--- src/rtl/tile_plotter_pkg.sv ---
// Shared encodings and screen geometry for the tile plotter and its sprite logic.
package tile_plotter_pkg;

    typedef enum logic [1:0] {
        KIND_EMPTY  = 2'd0,
        KIND_WALL   = 2'd1,
        KIND_TANK   = 2'd2,
        KIND_BULLET = 2'd3
    } tile_kind_e;

    typedef enum logic [1:0] {
        ST_IDLE  = 2'd0,
        ST_DRAW  = 2'd1,
        ST_CLEAR = 2'd2,
        ST_FIN   = 2'd3
    } plot_state_e;

    localparam logic [2:0] BLACK  = 3'b000;
    localparam logic [2:0] YELLOW = 3'b110;
    localparam logic [2:0] GREEN  = 3'b010;
    localparam logic [2:0] WHITE  = 3'b111;
    localparam logic [2:0] RED    = 3'b100;

    localparam logic [7:0] TILE  = 8'd7;
    localparam logic [7:0] X_OFF = 8'd24;
    localparam logic [7:0] Y_OFF = 8'd4;
    localparam logic [7:0] SCR_W = 8'd160;
    localparam logic [7:0] SCR_H = 8'd120;

    // Screen coordinate of pixel 0 of a tile row/column; max 24+15*7 fits in 8 bits.
    function automatic logic [7:0] tile_base(input logic [3:0] idx, input logic [7:0] off);
        return off + ({4'd0, idx} * TILE);
    endfunction

endpackage

--- src/rtl/tile_pixel_colour.sv ---
// Sprite rules: colour of one pixel of a tile given its kind and in-tile position.
module tile_pixel_colour
    import tile_plotter_pkg::*;
(
    input  tile_kind_e  kind,
    input  logic [2:0]  px,
    input  logic [2:0]  py,
    output logic [2:0]  colour
);

    logic in_core_s;

    assign in_core_s = (px >= 3'd2) && (px <= 3'd4) && (py >= 3'd2) && (py <= 3'd4);

    // Per-kind sprite lookup.
    always_comb begin
        colour = BLACK;
        case (kind)
            KIND_EMPTY:  colour = BLACK;
            KIND_WALL:   colour = YELLOW;
            KIND_TANK: begin
                if ((px == 3'd3) && (py == 3'd3)) begin
                    colour = WHITE;
                end else begin
                    colour = GREEN;
                end
            end
            KIND_BULLET: begin
                if (in_core_s) begin
                    colour = RED;
                end else begin
                    colour = BLACK;
                end
            end
            default:     colour = BLACK;
        endcase
    end

endmodule

--- src/rtl/tile_plotter.sv ---
// Rasterises one 7x7 tile, or sweeps the whole 160x120 screen black, into the
// VGA adapter's pixel-write port at one pixel per clock.
module tile_plotter
    import tile_plotter_pkg::*;
(
    input  logic       clk,
    input  logic       reset,
    input  logic       req,
    input  logic       clr,
    input  logic [7:0] tile_addr,
    input  logic [1:0] tile_kind,
    output logic       ready,
    output logic [7:0] x,
    output logic [6:0] y,
    output logic [2:0] colour,
    output logic       plot,
    output logic       done
);

    plot_state_e state_r, state_s;
    logic [7:0]  cnt_x_r, cnt_x_s;
    logic [7:0]  cnt_y_r, cnt_y_s;
    logic [7:0]  base_x_r, base_x_s;
    logic [7:0]  base_y_r, base_y_s;
    tile_kind_e  kind_r, kind_s;
    logic        plot_s, done_s, ready_s;
    logic [7:0]  x_full_s, y_full_s;
    logic [2:0]  pix_colour_s;

    // Outputs are produced from the next-cycle counters so they land in registers
    // together with the state that generated them.
    assign x_full_s = base_x_s + cnt_x_s;
    assign y_full_s = base_y_s + cnt_y_s;

    tile_pixel_colour u_pix (
        .kind   (kind_s),
        .px     (cnt_x_s[2:0]),
        .py     (cnt_y_s[2:0]),
        .colour (pix_colour_s)
    );

    // Next-state, counter and output decode.
    always_comb begin
        state_s  = state_r;
        cnt_x_s  = cnt_x_r;
        cnt_y_s  = cnt_y_r;
        base_x_s = base_x_r;
        base_y_s = base_y_r;
        kind_s   = kind_r;
        plot_s   = 1'b0;
        done_s   = 1'b0;
        ready_s  = 1'b0;
        case (state_r)
            ST_IDLE, ST_FIN: begin
                // FIN also accepts, so back-to-back requests need no idle gap.
                if (clr) begin
                    state_s  = ST_CLEAR;
                    cnt_x_s  = 8'd0;
                    cnt_y_s  = 8'd0;
                    base_x_s = 8'd0;
                    base_y_s = 8'd0;
                    kind_s   = KIND_EMPTY;
                    plot_s   = 1'b1;
                end else if (req) begin
                    state_s  = ST_DRAW;
                    cnt_x_s  = 8'd0;
                    cnt_y_s  = 8'd0;
                    base_x_s = tile_base(tile_addr[3:0], X_OFF);
                    base_y_s = tile_base(tile_addr[7:4], Y_OFF);
                    kind_s   = tile_kind_e'(tile_kind);
                    plot_s   = 1'b1;
                end else begin
                    state_s  = ST_IDLE;
                    ready_s  = 1'b1;
                end
            end
            ST_DRAW: begin
                if (cnt_x_r == (TILE - 8'd1)) begin
                    if (cnt_y_r == (TILE - 8'd1)) begin
                        state_s = ST_FIN;
                        done_s  = 1'b1;
                        ready_s = 1'b1;
                    end else begin
                        cnt_x_s = 8'd0;
                        cnt_y_s = cnt_y_r + 8'd1;
                        plot_s  = 1'b1;
                    end
                end else begin
                    cnt_x_s = cnt_x_r + 8'd1;
                    plot_s  = 1'b1;
                end
            end
            ST_CLEAR: begin
                if (cnt_x_r == (SCR_W - 8'd1)) begin
                    if (cnt_y_r == (SCR_H - 8'd1)) begin
                        state_s = ST_FIN;
                        done_s  = 1'b1;
                        ready_s = 1'b1;
                    end else begin
                        cnt_x_s = 8'd0;
                        cnt_y_s = cnt_y_r + 8'd1;
                        plot_s  = 1'b1;
                    end
                end else begin
                    cnt_x_s = cnt_x_r + 8'd1;
                    plot_s  = 1'b1;
                end
            end
            default: begin
                state_s = ST_IDLE;
                ready_s = 1'b1;
            end
        endcase
    end

    // State, counters, latched request and registered adapter outputs.
    always_ff @(posedge clk or posedge reset) begin
        if (reset) begin
            state_r  <= ST_IDLE;
            cnt_x_r  <= 8'd0;
            cnt_y_r  <= 8'd0;
            base_x_r <= 8'd0;
            base_y_r <= 8'd0;
            kind_r   <= KIND_EMPTY;
            ready    <= 1'b1;
            plot     <= 1'b0;
            done     <= 1'b0;
            x        <= 8'd0;
            y        <= 7'd0;
            colour   <= 3'd0;
        end else begin
            state_r  <= state_s;
            cnt_x_r  <= cnt_x_s;
            cnt_y_r  <= cnt_y_s;
            base_x_r <= base_x_s;
            base_y_r <= base_y_s;
            kind_r   <= kind_s;
            ready    <= ready_s;
            plot     <= plot_s;
            done     <= done_s;
            x        <= x_full_s;
            y        <= y_full_s[6:0];
            colour   <= pix_colour_s;
        end
    end

endmodule

--- config.mk ---
export PLATFORM = sky130hd
export DESIGN_NAME = tile_plotter
export DESIGN_NICKNAME = d
export VERILOG_FILES = /design/src/rtl/tile_plotter_pkg.sv /design/src/rtl/tile_pixel_colour.sv /design/src/rtl/tile_plotter.sv
export SDC_FILE = /design/constraint.sdc
export NUM_CORES = 1
export LEC_CHECK = 0
export ABC_AREA = 1
export CAP_MARGIN = 20
export CORE_MARGIN = 10
export CORE_UTILIZATION = 60
export CTS_CLUSTER_DIAMETER = 50
export DETAILED_ROUTE_END_ITERATION = 16
export PLACE_DENSITY_LB_ADDON = 0.3
export SLEW_MARGIN = 20
export SYNTH_ARGS = -nofsm -noshare
export SYNTH_HDL_FRONTEND = slang
export SYNTH_HIERARCHICAL = 1
export SYNTH_SLANG_ARGS = --single-unit
--- constraint.sdc ---
create_clock -name clk -period 6.9 [get_ports clk]
set_clock_uncertainty 0.1 [all_clocks]
set_input_delay 2.07 -clock clk [delete_from_list [all_inputs] [get_ports clk]]
set_output_delay 2.07 -clock clk [all_outputs]
set_load 0.1 [all_outputs]
==> run metrics, run 1 <==
Int Pwr 768 uW; Final GP Congestion 0.936; vias per cell 5.50; Avg Inst Size Synth 8.66 sq um; register share of total power 0.284; Netlist cell types 38; I/O pin total 35; htree depth 2; period utilization 0.794; area occupied by multi-input gates 0.00210 sq mm; area leader, netlist dfrtp_1; startpoint class of the critical path primary input; Sink Count 56; DRC 0; static leakage 2.20 nW; initial antenna violation count 0; CTS buffer count 5; endpoints failing setup 0; Sw Ratio 0.510; drt total wl 8230 um; All-Layer GR Usage 0.167; Row Count 28; Final ANT Viol Nets 0; VDD IR-drop max 355 uV; root buffer cell clkbuf_8; Max FO, Critical Path 4; Final Hold Vio Count 0; RSZ-0062 raised after global routing no; TritonCTS clock tree built; Switching Power 800 uW; Register Area 0.00140 sq mm; post-CTS setup buffers 0; Hold Crit Class flop to flop; chip height 99.3 um; TNS Setup 0 ns; die width 99.3 um; Avg WL per Cell 15.0 um; core area 0.00603 sq mm; worst hold slack 0.432 ns; layout cell share with drive strength beyond 1 0.0865; die area 0.00987 sq mm; diode count 0; nets 538; HPWL after detailed placement 6270 um; Cells after Synth 436; post-synthesis sequential area ratio 0.371; Synth Warn # 6; synthesized net count 501; fill count 457; Synth area leaders dfrtp_1 36%, ha_1 14%, nand2_1 8.6%, inv_1 6.0%, fa_1 4.8%; top cell type's share of synthesized area 0.364; clock tree buffer depth 2; Syn-to-layout area delta 14.2%; minimum clock period 5.48 ns; Clock Latency Late Sink 0.31 ns; CP Capture Type flop; via count 3019; combinational power share 0.566; total power 1.57 mW; Starting Density 0.627; port bufs 34; Max-cap violations 0; Reg clk slew, reported paths 0.10 ns; first-pass GRT wire length 13800 um; Worst-Margin Slew 0.985 ns; Post-Syn Area 0.00378 sq mm; Slew Limit Fails 0; PostCTS Resize Cnt 0; Seq cells post-synth 56; Worst Path Required 7.00 ns; P per Cell Area 363 mW/mm^2; hold buffers post-CTS 0; critical path arrival 5.58 ns; Max-slew headroom 0.341; clock power share 0.150; DR iter-0 viols 132; WS Path Type primary input to flop; fmax 183 MHz; pin count of the biggest net entering global routing 57; DR pass1 iterations 4; vias in the first global route 2998; status complete, no violations; GR Overflow Total 0
[critical path: stages]
cell and delay [ns]:
clkdlybuf4s50_1 0.57, inv_1 0.09, ha_1 0.30, fa_1 0.50, inv_1 0.04, ha_1 0.21
inv_1 0.08, fa_1 0.39, o21ai_0 0.26, ha_1 0.33, a21oi_1 0.20, o21ai_0 0.10
a31oi_1 0.21, inv_1 0.07, nand3_1 0.09, nand2_1 0.06
[cells in the mapped netlist]
library cell	n
inv_2	3
nor2_2	5
a41oi_1	1
nand2_2	5
o21ai_0	25
inv_1	60
xnor2_1	4
buf_6	1
nor3_1	1
dfrtp_1	55
o22ai_1	5
xor2_1	11
nor2_1	25
o21a_1	1
o21ai_1	10
a21oi_2	1
buf_1	1
ha_1	42
o22ai_2	1
o211ai_1	2
buf_2	3
nand2_1	87
a31oi_1	1
nand4_1	7
nand2_4	2
inv_4	1
a22o_1	10
a21oi_1	18
nor2_8	1
nand3_2	4
fa_1	9
nand3_4	1
dfstp_2	1
nor2_4	2
or2_2	3
nand3b_1	2
a22oi_2	1
nand3_1	24
[layer usage]
layer / share of wire / up-vias / global-route usage
li1: - / 1506 / -
met1: 0.45 / 1420 / 0.212
met3: 0.050 / 12 / 0.0332
met2: 0.48 / 81 / 0.281
met4: 0.015 / 0 / 0.0507
met5: 0 / - / 0
[cells by family after synthesis]
logic type,Yosys count,share of synthesized area
compound gates,76,0.121
fa+ha+maj,51,0.187
simple gates,169,0.214
xor+xnor,15,0.0348
buf+inv,69,0.0722
flops,56,0.371
[layout by cell type (no fill, tap or decap), types with 10 or more instances in the layout]
| cell | instances |
|---|---|
| a22o_1 | 10 |
| nor2_1 | 25 |
| dfrtp_1 | 55 |
| nand2_1 | 87 |
| clkdlybuf4s50_1 | 34 |
| o21ai_1 | 10 |
| inv_1 | 59 |
| nand3_1 | 24 |
| xor2_1 | 11 |
| o21ai_0 | 25 |
| ha_1 | 42 |
| a21oi_1 | 18 |
[per-stage QoR]
step	area [sq um]	setup slack, ns	util	instances
finish	4310	1.42	0.716	549
global route	4310	1.18	0.716	549
CTS	4310	1.43	0.716	549
detailed placement	4190	1.07	0.695	541
global placement	4190	1.22	0.695	541
floorplan	3780	1.89	-	436
[flip-flops by register name, indices dropped and copies added (netlist names)]
name,count
cnt_y_r,8
colour,3
base_x_r,8
cnt_x_r,8
x,8
base_y_r,7
ready,1
state_r,2
y,7
kind_r,2
done,1
plot,1
[final timing paths]
| kind | startpoint | end | slack [ns] | cells past startpoint |
|---|---|---|---|---|
| min in group asynchronous | reset | y[5]$_DFF_PP0_ | 2.16 | 3 |
| setup / recovery | tile_addr[2] | x[7]$_DFF_PP0_ | 1.42 | 16 |
| max in group asynchronous | reset | cnt_y_r[7]$_DFFE_PP0P_ | 4.08 | 3 |
| setup reg to reg | state_r[0]$_DFFE_PP0P_ | x[6]$_DFF_PP0_ | 3.42 | 15 |
| hold reg to reg | base_y_r[6]$_DFF_PP0_ | base_y_r[6]$_DFF_PP0_ | 0.43 | 2 |
| hold / removal | base_y_r[6]$_DFF_PP0_ | base_y_r[6]$_DFF_PP0_ | 0.43 | 2 |
[power groups by stage]
stage               sequential [mW]  clock (mW)  combinational [mW]
floorplan                     0.735           0               0.393
global placement              0.448           0               0.867
detailed placement            0.452           0               0.881
CTS                           0.446       0.238               0.888
global route                  0.452       0.251               0.950
finish                        0.445       0.235               0.888
[cell type report]
class | instances | area share
clock buffer | 7 | 0.0223
clock inverter | 1 | 0.00696
inverter | 64 | 0.0563
multi-input combinational | 311 | 0.487
sequential | 56 | 0.325
tap | 75 | 0.0218
timing repair buffer | 35 | 0.0806
Note: power is estimated with default switching activity, not from simulation.
==> inputs of run 2 (changes only) <==
--- a/config.mk
+++ b/config.mk
@@ -8,7 +8,7 @@
 export ABC_AREA = 1
 export CAP_MARGIN = 20
 export CORE_MARGIN = 10
-export CORE_UTILIZATION = 60
+export CORE_UTILIZATION = 58
 export CTS_CLUSTER_DIAMETER = 50
 export DETAILED_ROUTE_END_ITERATION = 16
 export PLACE_DENSITY_LB_ADDON = 0.3
==> constraint.sdc (replaced) <==
create_clock -name clk -period 5.2 [get_ports clk]
set_clock_uncertainty 0.1 [all_clocks]
set_input_delay 1.56 -clock clk [delete_from_list [all_inputs] [get_ports clk]]
set_output_delay 1.56 -clock clk [all_outputs]
set_load 0.1 [all_outputs]
==> run 2 against run 1 <==
Final cell count up 1.5%. Non-clock buffer count grew 6. Hold slack got worse by 0.012 ns. Die area is 2.8% higher. Global-route usage up 0.11 points. Clock-buffer cell count did not move. Combinational power increased by 34%. Cell area about the same. Critical path depth grew 3. Register-to-register slack got worse by 1.7 ns. Largest cell class unchanged. Highest routed layer unchanged.
==> run metrics, run 2 (synthesis gave the netlist of run 1 again) <==
status complete, no violations; CP delay by family, top adder cells; core area 0.00635 sq mm; fmax 202 MHz; nets 544; Final GP Congestion 0.912; Reg clk slew, reported paths 0.09 ns; Int Pwr 957 uW; htree depth 2; minimum clock period 4.95 ns; area occupied by multi-input gates 0.00210 sq mm; max incr delay on CP 0.53 ns; initial antenna violation count 0; GR Overflow Total 0; port bufs 34; Row Count 29; Worst Setup Slack, final 0.250 ns; Syn-to-layout area delta 14.3%; Switching Power 1.06 mW; die width 101 um; endpoints failing setup 0; total power 2.02 mW; Final Non-Filler Cells 557; first-pass GRT wire length 14200 um; Starting Density 0.595; Avg WL per Cell 15.0 um; layout cell share with drive strength beyond 1 0.0938; drt total wl 8380 um; clock power share 0.117; combinational power share 0.591; Worst Path Required 5.31 ns; RSZ-0062 raised after global routing no; via count 3067; cell mode on critical path inv_1; die area 0.0101 sq mm; Place WS -0.0793 ns; WS Path Type primary input to flop; Final ANT Viol Nets 0; root buffer cell clkbuf_8; R2R Setup Slk 1.73 ns; static leakage 2.21 nW; Hold Crit Class flop to flop; CTS buffer count 5; Max FO, Critical Path 3; Placed Cells 549; Worst-Margin Slew 0.979 ns; pin count of the biggest net entering global routing 35; Max-slew headroom 0.345; TritonCTS clock tree built; vias in the first global route 3120; CP Capture Type flop; startpoint class of the critical path primary input; period utilization 0.952; Sw Ratio 0.526; most frequent cells in the layout 87 x nand2_1, 59 x inv_1, 55 x dfrtp_1; fill count 507; DRC 0; clock tree buffer depth 2; HPWL after detailed placement 6560 um; Buf+Inv Stages, Crit Path 5; Clock Latency Late Sink 0.31 ns; I/O pin total 35; vias per cell 5.51; TNS Setup 0 ns; register share of total power 0.292; P per Cell Area 468 mW/mm^2; Final Hold Vio Count 0; crit path cell chain clkdlybuf4s50_1, inv_1, fa_1, inv_1, ha_1, ha_1, fa_1, xnor2_1, o21ai_0, ha_1, a21oi_1, o21a_1, nand2_1, nand3_1, nand2_1, inv_1, nand3_1, nand2_1, inv_1; slowest CP cell fa_1; critical path arrival 5.06 ns; chip height 101 um; PostCTS Resize Cnt 0; Max-cap violations 0; VDD IR-drop max 392 uV; Sink Count 56; Slew Limit Fails 0; Core Util, Final 0.680; commonest non-fill, non-tap cell in the layout nand2_1; post-CTS setup buffers 0; DR iter-0 viols 241; DR pass1 iterations 4; All-Layer GR Usage 0.169; diode count 0; hold buffers post-CTS 0; Register Area 0.00140 sq mm
run 2: worst min-delay path, cell delays in order, from the launching register on:
cell	delay (ns)
dfrtp_1	0.33
nand2_1	0.07
nand2_1	0.08
run 2: path summary, 6_finish.rpt:
kind	startpoint	cells after the start	endpoint
max	tile_addr[5]	19	y[6]$_DFF_PP0_
min	base_y_r[6]$_DFF_PP0_	2	base_y_r[6]$_DFF_PP0_
max reg2reg	state_r[0]$_DFFE_PP0P_	14	x[7]$_DFF_PP0_
min reg2reg	base_y_r[6]$_DFF_PP0_	2	base_y_r[6]$_DFF_PP0_
max in group asynchronous	reset	3	cnt_x_r[0]$_DFF_PP0_
min in group asynchronous	reset	2	colour[2]$_DFF_PP0_
run 2: power by group through the flow:
stage          logic, mW  clock network (mW)  registers [mW]
2_1_floorplan      0.522                   0           0.975
3_3_place_gp        1.17                   0           0.593
3_5_place_dp        1.19                   0           0.596
4_1_cts             1.19               0.239           0.589
5_1_grt             1.28               0.257           0.600
6_report            1.19               0.237           0.589
run 2: area by class of cell:
type	count	share of cell area
Multi-Input combinational cell	311	0.487
Sequential cell	56	0.325
Timing Repair Buffer	41	0.0910
Inverter	64	0.0562
Tap cell	77	0.0223
Clock buffer	7	0.0177
Clock inverter	1	0.00116
run 2: metrics by stage:
step           hold slack (ns)  cell area (sq um)
2_1_floorplan            0.363               3780
3_3_place_gp             0.381               4240
3_5_place_dp             0.389               4240
4_1_cts                  0.415               4320
5_1_grt                  0.447               4320
6_report                 0.420               4320
run 2: per-layer routing:
metal / GRT usage / vias to the layer above / part of all wire
met1: 0.210 / 1452 / 0.45
li1: - / 1526 / -
met5: 0 / - / 0
met4: 0.0565 / 0 / 0.011
met3: 0.0267 / 9 / 0.034
met2: 0.288 / 80 / 0.50
